### src/rtl/qpsk_demod.sv
// qpsk_demod: correlating QPSK demodulator that makes a hard I/Q decision for
// each 16-sample symbol of offset-binary input. Decided symbols leave through a
// 1-entry valid/ready register, and a sticky overrun flag is set when a decision
// has to be dropped.
// Optional feature macro: QPSK_DEMOD_SOFT_EN adds the soft_i/soft_q outputs.
module qpsk_demod #(
   parameter int SAMPLE_W = 9,
   parameter int MIDSCALE = 256
`ifdef QPSK_DEMOD_SOFT_EN
   ,parameter int SOFT_SHIFT = 12
`endif
) (
   input  logic                clk,
   input  logic                rst_n,
   input  logic [SAMPLE_W-1:0] sample_in,
   input  logic                sample_valid,
   input  logic                sym_start,
   output logic                sym_valid,
   input  logic                sym_ready,
   output logic                i_bit,
   output logic                q_bit,
   output logic                overrun
`ifdef QPSK_DEMOD_SOFT_EN
   ,output logic signed [7:0]  soft_i,
   output logic signed [7:0]   soft_q
`endif
);

   localparam int SPS    = 16;
   localparam int X_W    = SAMPLE_W + 1;
   localparam int PROD_W = X_W + 8;
   localparam int ACC_W  = PROD_W + $clog2(SPS);
   localparam logic signed [X_W-1:0] MID_S = X_W'(MIDSCALE);

   typedef enum logic {IDLE, ACQ} state_t;

   state_t                    state_q, state_d;
   logic [3:0]                k_p0;
   logic signed [ACC_W-1:0]   acc_i_p0, acc_q_p0;
   logic signed [X_W-1:0]     x;
   logic [3:0]                ph;
   logic                      active, last;
   logic signed [PROD_W-1:0]  prod_i, prod_q;
   logic signed [ACC_W-1:0]   acc_nxt_i, acc_nxt_q;
   logic                      vld_p1, i_bit_p1, q_bit_p1, overrun_p1;

   // round(127*cos(2*pi*k/16))
   function automatic logic signed [7:0] cos_lut(input logic [3:0] k);
      case (k)
         4'd0:  return 8'sd127;
         4'd1:  return 8'sd117;
         4'd2:  return 8'sd90;
         4'd3:  return 8'sd49;
         4'd4:  return 8'sd0;
         4'd5:  return -8'sd49;
         4'd6:  return -8'sd90;
         4'd7:  return -8'sd117;
         4'd8:  return -8'sd127;
         4'd9:  return -8'sd117;
         4'd10: return -8'sd90;
         4'd11: return -8'sd49;
         4'd12: return 8'sd0;
         4'd13: return 8'sd49;
         4'd14: return 8'sd90;
         default: return 8'sd117;
      endcase
   endfunction

   // sin is cos delayed by four phases
   function automatic logic signed [7:0] sin_lut(input logic [3:0] k);
      return cos_lut(k - 4'd4);
   endfunction

   // strictly positive; an exact zero sum decides 0
   function automatic logic is_pos(input logic signed [ACC_W-1:0] a);
      return !a[ACC_W-1] && (a != '0);
   endfunction

`ifdef QPSK_DEMOD_SOFT_EN
   localparam logic signed [ACC_W-1:0] SAT_HI = ACC_W'(127);
   localparam logic signed [ACC_W-1:0] SAT_LO = ACC_W'(-128);

   function automatic logic signed [7:0] sat8(input logic signed [ACC_W-1:0] a);
      logic signed [ACC_W-1:0] sh;
      sh = a >>> SOFT_SHIFT;
      if (sh > SAT_HI)      return 8'sh7f;
      else if (sh < SAT_LO) return 8'sh80;
      else                  return sh[7:0];
   endfunction

   logic signed [7:0] soft_i_p1, soft_q_p1;
`endif

   // p0: centre the sample, pick the phase, and form the products and next sums
   always_comb begin
      x         = $signed({1'b0, sample_in}) - MID_S;
      ph        = sym_start ? 4'd0 : k_p0;
      active    = sample_valid && (state_q == ACQ || sym_start);
      last      = active && (ph == 4'd15);
      prod_i    = PROD_W'(x) * PROD_W'(cos_lut(ph));
      prod_q    = PROD_W'(x) * PROD_W'(sin_lut(ph));
      acc_nxt_i = (sym_start ? '0 : acc_i_p0) + ACC_W'(prod_i);
      acc_nxt_q = (sym_start ? '0 : acc_q_p0) + ACC_W'(prod_q);
   end

   // FSM state register
   always_ff @(posedge clk or negedge rst_n) begin
      if (!rst_n) state_q <= IDLE;
      else        state_q <= state_d;
   end

   // FSM next state: the first qualified sym_start leaves IDLE; ACQ is held thereafter
   always_comb begin
      state_d = state_q;
      case (state_q)
         IDLE:    if (sample_valid && sym_start) state_d = ACQ;
         default: state_d = ACQ;
      endcase
   end

   // phase counter and accumulators; cleared after phase 15 so the next symbol starts clean
   always_ff @(posedge clk or negedge rst_n) begin
      if (!rst_n) begin
         k_p0     <= '0;
         acc_i_p0 <= '0;
         acc_q_p0 <= '0;
      end else if (active) begin
         if (last) begin
            k_p0     <= '0;
            acc_i_p0 <= '0;
            acc_q_p0 <= '0;
         end else begin
            k_p0     <= ph + 4'd1;
            acc_i_p0 <= acc_nxt_i;
            acc_q_p0 <= acc_nxt_q;
         end
      end
   end

   // p1: 1-entry output register; a decision that arrives while the register is full and stalled is dropped
   always_ff @(posedge clk or negedge rst_n) begin
      if (!rst_n) begin
         vld_p1     <= 1'b0;
         i_bit_p1   <= 1'b0;
         q_bit_p1   <= 1'b0;
         overrun_p1 <= 1'b0;
`ifdef QPSK_DEMOD_SOFT_EN
         soft_i_p1  <= '0;
         soft_q_p1  <= '0;
`endif
      end else if (last) begin
         if (!vld_p1 || sym_ready) begin
            vld_p1   <= 1'b1;
            i_bit_p1 <= is_pos(acc_nxt_i);
            q_bit_p1 <= is_pos(acc_nxt_q);
`ifdef QPSK_DEMOD_SOFT_EN
            soft_i_p1 <= sat8(acc_nxt_i);
            soft_q_p1 <= sat8(acc_nxt_q);
`endif
         end else begin
            overrun_p1 <= 1'b1;
         end
      end else if (vld_p1 && sym_ready) begin
         vld_p1 <= 1'b0;
      end
   end

   assign sym_valid = vld_p1;
   assign i_bit     = i_bit_p1;
   assign q_bit     = q_bit_p1;
   assign overrun   = overrun_p1;
`ifdef QPSK_DEMOD_SOFT_EN
   assign soft_i    = soft_i_p1;
   assign soft_q    = soft_q_p1;
`endif

endmodule
### config.mk
export PLATFORM = sky130hd
export DESIGN_NAME = qpsk_demod
export DESIGN_NICKNAME = d
export VERILOG_FILES = /design/src/rtl/qpsk_demod.sv
export SDC_FILE = /design/constraint.sdc
export NUM_CORES = 1
export LEC_CHECK = 0
export CAP_MARGIN = 10
export CORE_MARGIN = 2
export CORE_UTILIZATION = 66
export CTS_CLUSTER_SIZE = 30
export DETAILED_ROUTE_END_ITERATION = 10
export PLACE_DENSITY = 0.84
export SETUP_SLACK_MARGIN = 0.3
export SYNTH_ARGS = -nofsm -noshare
export SYNTH_HDL_FRONTEND = slang
export SYNTH_SLANG_ARGS = --single-unit
### constraint.sdc
create_clock -name clk -period 18.2 [get_ports clk]
set_input_delay 3.64 -clock clk [delete_from_list [all_inputs] [get_ports clk]]
set_output_delay 3.64 -clock clk [all_outputs]
set_load 0.05 [all_outputs]
==> reports/metrics.yaml <==
drt:
  drt-initial-drc-count: 643
  wl_per_cell_um: 16.5
  post-route-drc-count: 0
  via_per_inst: 5.99
  drtAntennaViolNets: 0
  firstDrtPassIters: 6
  vias: 8434
  routed_wl_um: 23200
timing:
  rsz0062_at_grt: "no"
  hold_violations: 0
  worst_slew_pin_slew_ps: 973
  setup_viol: 0
  fin_tns_setup_ps: 0
  max-slew-margin-rel_pct: 34.9
  finalCriticalPeriod_ps: 12470
  timing.fmax_mhz: 80.2
  finalClockSkew_ps: 7.84
  drv_slew: 0
  period_share_pct: 68.5
cts:
  cts.path.max_buffers: 2
  postCtsResizedCells: 0
  clk_pin_slew_worst_paths_ps: 70
  clockRootBuffer: "clkbuf_16"
  cts_max_level: 2
  clock-sinks: 53
  clkLatencyLatePin_ps: 300
  holdBufCountCts: 0
  numCtsBuffers: 5
  cts_tree: "done"
  cts_setup_buffers: 0
critical_path:
  crit_end: "q_bit$_DFFE_PN0P_"
  path_buf_inv: 7
  worstPathMaxFanout: 56
  r2r_setup_slack_ps: 9220
  reg2regPathDepth: 33
  cp_num_cells: 36
  critPathMostFrequentCell: "inv_1"
  cp_data_arrival_time_ps: 12640
  slowest_stage: "nor3_1"
  cp-start-kind: "input port"
  required_ps: 18370
  crit_family: "adder cells"
  r2r-start: "k_p0[0]$_DFFE_PN0P_"
  worstSetupStartpoint: "sym_start"
  crit_type: "input port to flip-flop"
  reg2reg_to: "q_bit$_DFFE_PN0P_"
  critPathMaxStageDelay_ps: 640
  end_kind: "flip-flop"
floorplanning:
  die_area_um2: 16700
  start_util_pct: 67.9
  rows: 45
  ioPinCount: 18
  die_y_um: 129
  core_area_um2: 15300
  die_w_um: 129
yosys:
  yosysTopAreaCell: "fa_1"
  synth_seq_area_share_pct: 12.8
  syn-cell-area_um2: 10400
  synth_async_sr_flop_share_pct: 100
  ys_seq_elements: 53
  synth-edff-count: 0
  synth_area_per_cell_um2: 8.61
  post-synth-top-count-cell: "inv_1"
  synth.distinct_cells: 67
  synth_area_leaders: "fa_1 25%, ha_1 13%, dfrtp_1 13%"
  synth_top_area_share_pct: 24.7
  syn_inst: 1203
  netlist_top_cells_count: "196 x inv_1, 128 x fa_1, 110 x ha_1, 83 x nand2_1, 75 x nor2_1"
  synth_ff_type: "dfrtp_1"
  syn_nets: 1455
  yosys_warnings: 0
hold_path:
  hold_class: "flip-flop to flip-flop"
cells_and_area:
  multi_input_area_um2: 8180
  area_delta_synth_final_pct: 4.75
  nets: 1449
  regArea_um2: 1330
  fill_cells: 1225
  antennaDiodeCount: 0
  drive_gt1_share_pct: 2.84
run:
  maxCapViolCount: 0
global_routing:
  track_usage_pct: 29.6
  antenna_found_initial: 0
  grt_pass1_wl_um: 40100
  grt_pass1_vias: 8397
  grt_max_degree: 57
  grt_overflow: 0
place:
  dp_hpwl_um: 18300
  port_buffers: 17
  routabilityCongestion: 0.926
status:
  status: "completed"
## cells by family after synthesis
family / after synthesis / share of synthesized area (%)
and+or+nand+nor: 352 / 17.6
buffers and inverters: 231 / 8.37
muxes: 1 / 0.0966
xor gates and xnor gates: 70 / 6.19
DFF: 53 / 12.8
AOI/OAI and AO/OA: 258 / 16.9
adders and majority gates: 238 / 38.0
## flip-flops by register name, indices dropped and copies added (netlist names)
signal / flops
acc_i_p0: 22
acc_q_p0: 22
k_p0: 4
i_bit: 1
overrun: 1
q_bit: 1
state_q: 1
sym_valid: 1
## per-stage QoR
stage | worst slack, ps | cell area (um^2) | std cells | hold slack (ps) | utilization, %
finish | 5730 | 10900 | 1409 | 479 | 71.1
global route | 5000 | 10900 | 1409 | 502 | 71.1
CTS | 5820 | 10900 | 1409 | 475 | 71.1
detailed placement | 5550 | 10700 | 1401 | 459 | 70.1
global placement | 5790 | 10700 | 1401 | 453 | 70.1
floorplan | 7070 | 10400 | 1203 | 441 | -
## routing by layer
| layer | GRT usage, % | routed length, um | vias up |
|---|---|---|---|
| met5 | 0 | 0 | - |
| met4 | 5.75 | 344 | 0 |
| met3 | 4.62 | 1470 | 41 |
| met2 | 47.4 | 10600 | 296 |
| met1 | 43.3 | 10800 | 4160 |
| li1 | - | - | 3937 |
## layout make-up
cell class	count	area share (%)
multi-input cells	919	75.4
flip-flops and latches	53	12.2
inverters	197	6.81
well taps	211	2.43
repair buffers	21	1.75
clock buffers	5	1.15
clock inverters	3	0.242
## worst min-delay path: cells and delay by family, from the launching register on
| kind | cells | cell delay, ps |
|---|---|---|
| AO/OA/AOI/OAI | 1 | 50 |
| flip-flops | 1 | 340 |
| AND/OR/NAND/NOR | 1 | 50 |
## how the worst min path moves through the flow
stage,from,to,depth (start not counted)
after floorplan,acc_q_p0[6]$_DFFE_PN0P_,acc_q_p0[6]$_DFFE_PN0P_,2
after global placement,acc_q_p0[5]$_DFFE_PN0P_,acc_q_p0[5]$_DFFE_PN0P_,2
after detailed placement,acc_q_p0[6]$_DFFE_PN0P_,acc_q_p0[6]$_DFFE_PN0P_,2
after CTS,acc_q_p0[6]$_DFFE_PN0P_,acc_q_p0[6]$_DFFE_PN0P_,2
after global routing,acc_q_p0[12]$_DFFE_PN0P_,acc_q_p0[12]$_DFFE_PN0P_,2
final,acc_q_p0[6]$_DFFE_PN0P_,acc_q_p0[6]$_DFFE_PN0P_,2
## cells in the final DEF (no fill, tap or decap), types with 3 or more instances in the layout
cell	synthesis	routed
inv_1	196	196
fa_1	128	128
ha_1	110	110
nand2_1	83	83
nor2_1	75	74
nor2b_1	69	69
a21oi_1	62	62
and2_1	59	59
dfrtp_1	53	53
xnor2_1	49	49
o21ai_0	40	40
a22o_1	29	29
a21o_1	27	27
xor2_1	19	19
o21bai_1	17	17
clkdlybuf4s50_1	0	15
o21ai_1	14	13
nor3_1	13	13
o21a_1	13	13
nand2b_1	12	12
a31oi_1	9	9
a211oi_1	7	7
o211ai_1	6	6
or2_2	6	6
nor4_1	6	6
nand3_1	6	6
or4_1	5	5
clkbuf_16	0	5
o31a_1	4	4
or3_1	4	4
buf_4	0	4
a31o_2	3	3
nand4_1	3	3
o2111ai_1	3	3
Power is left out: the tool's default activity adds up to more than one toggle a clock period on the data nets, which glitch-free logic cannot reach.
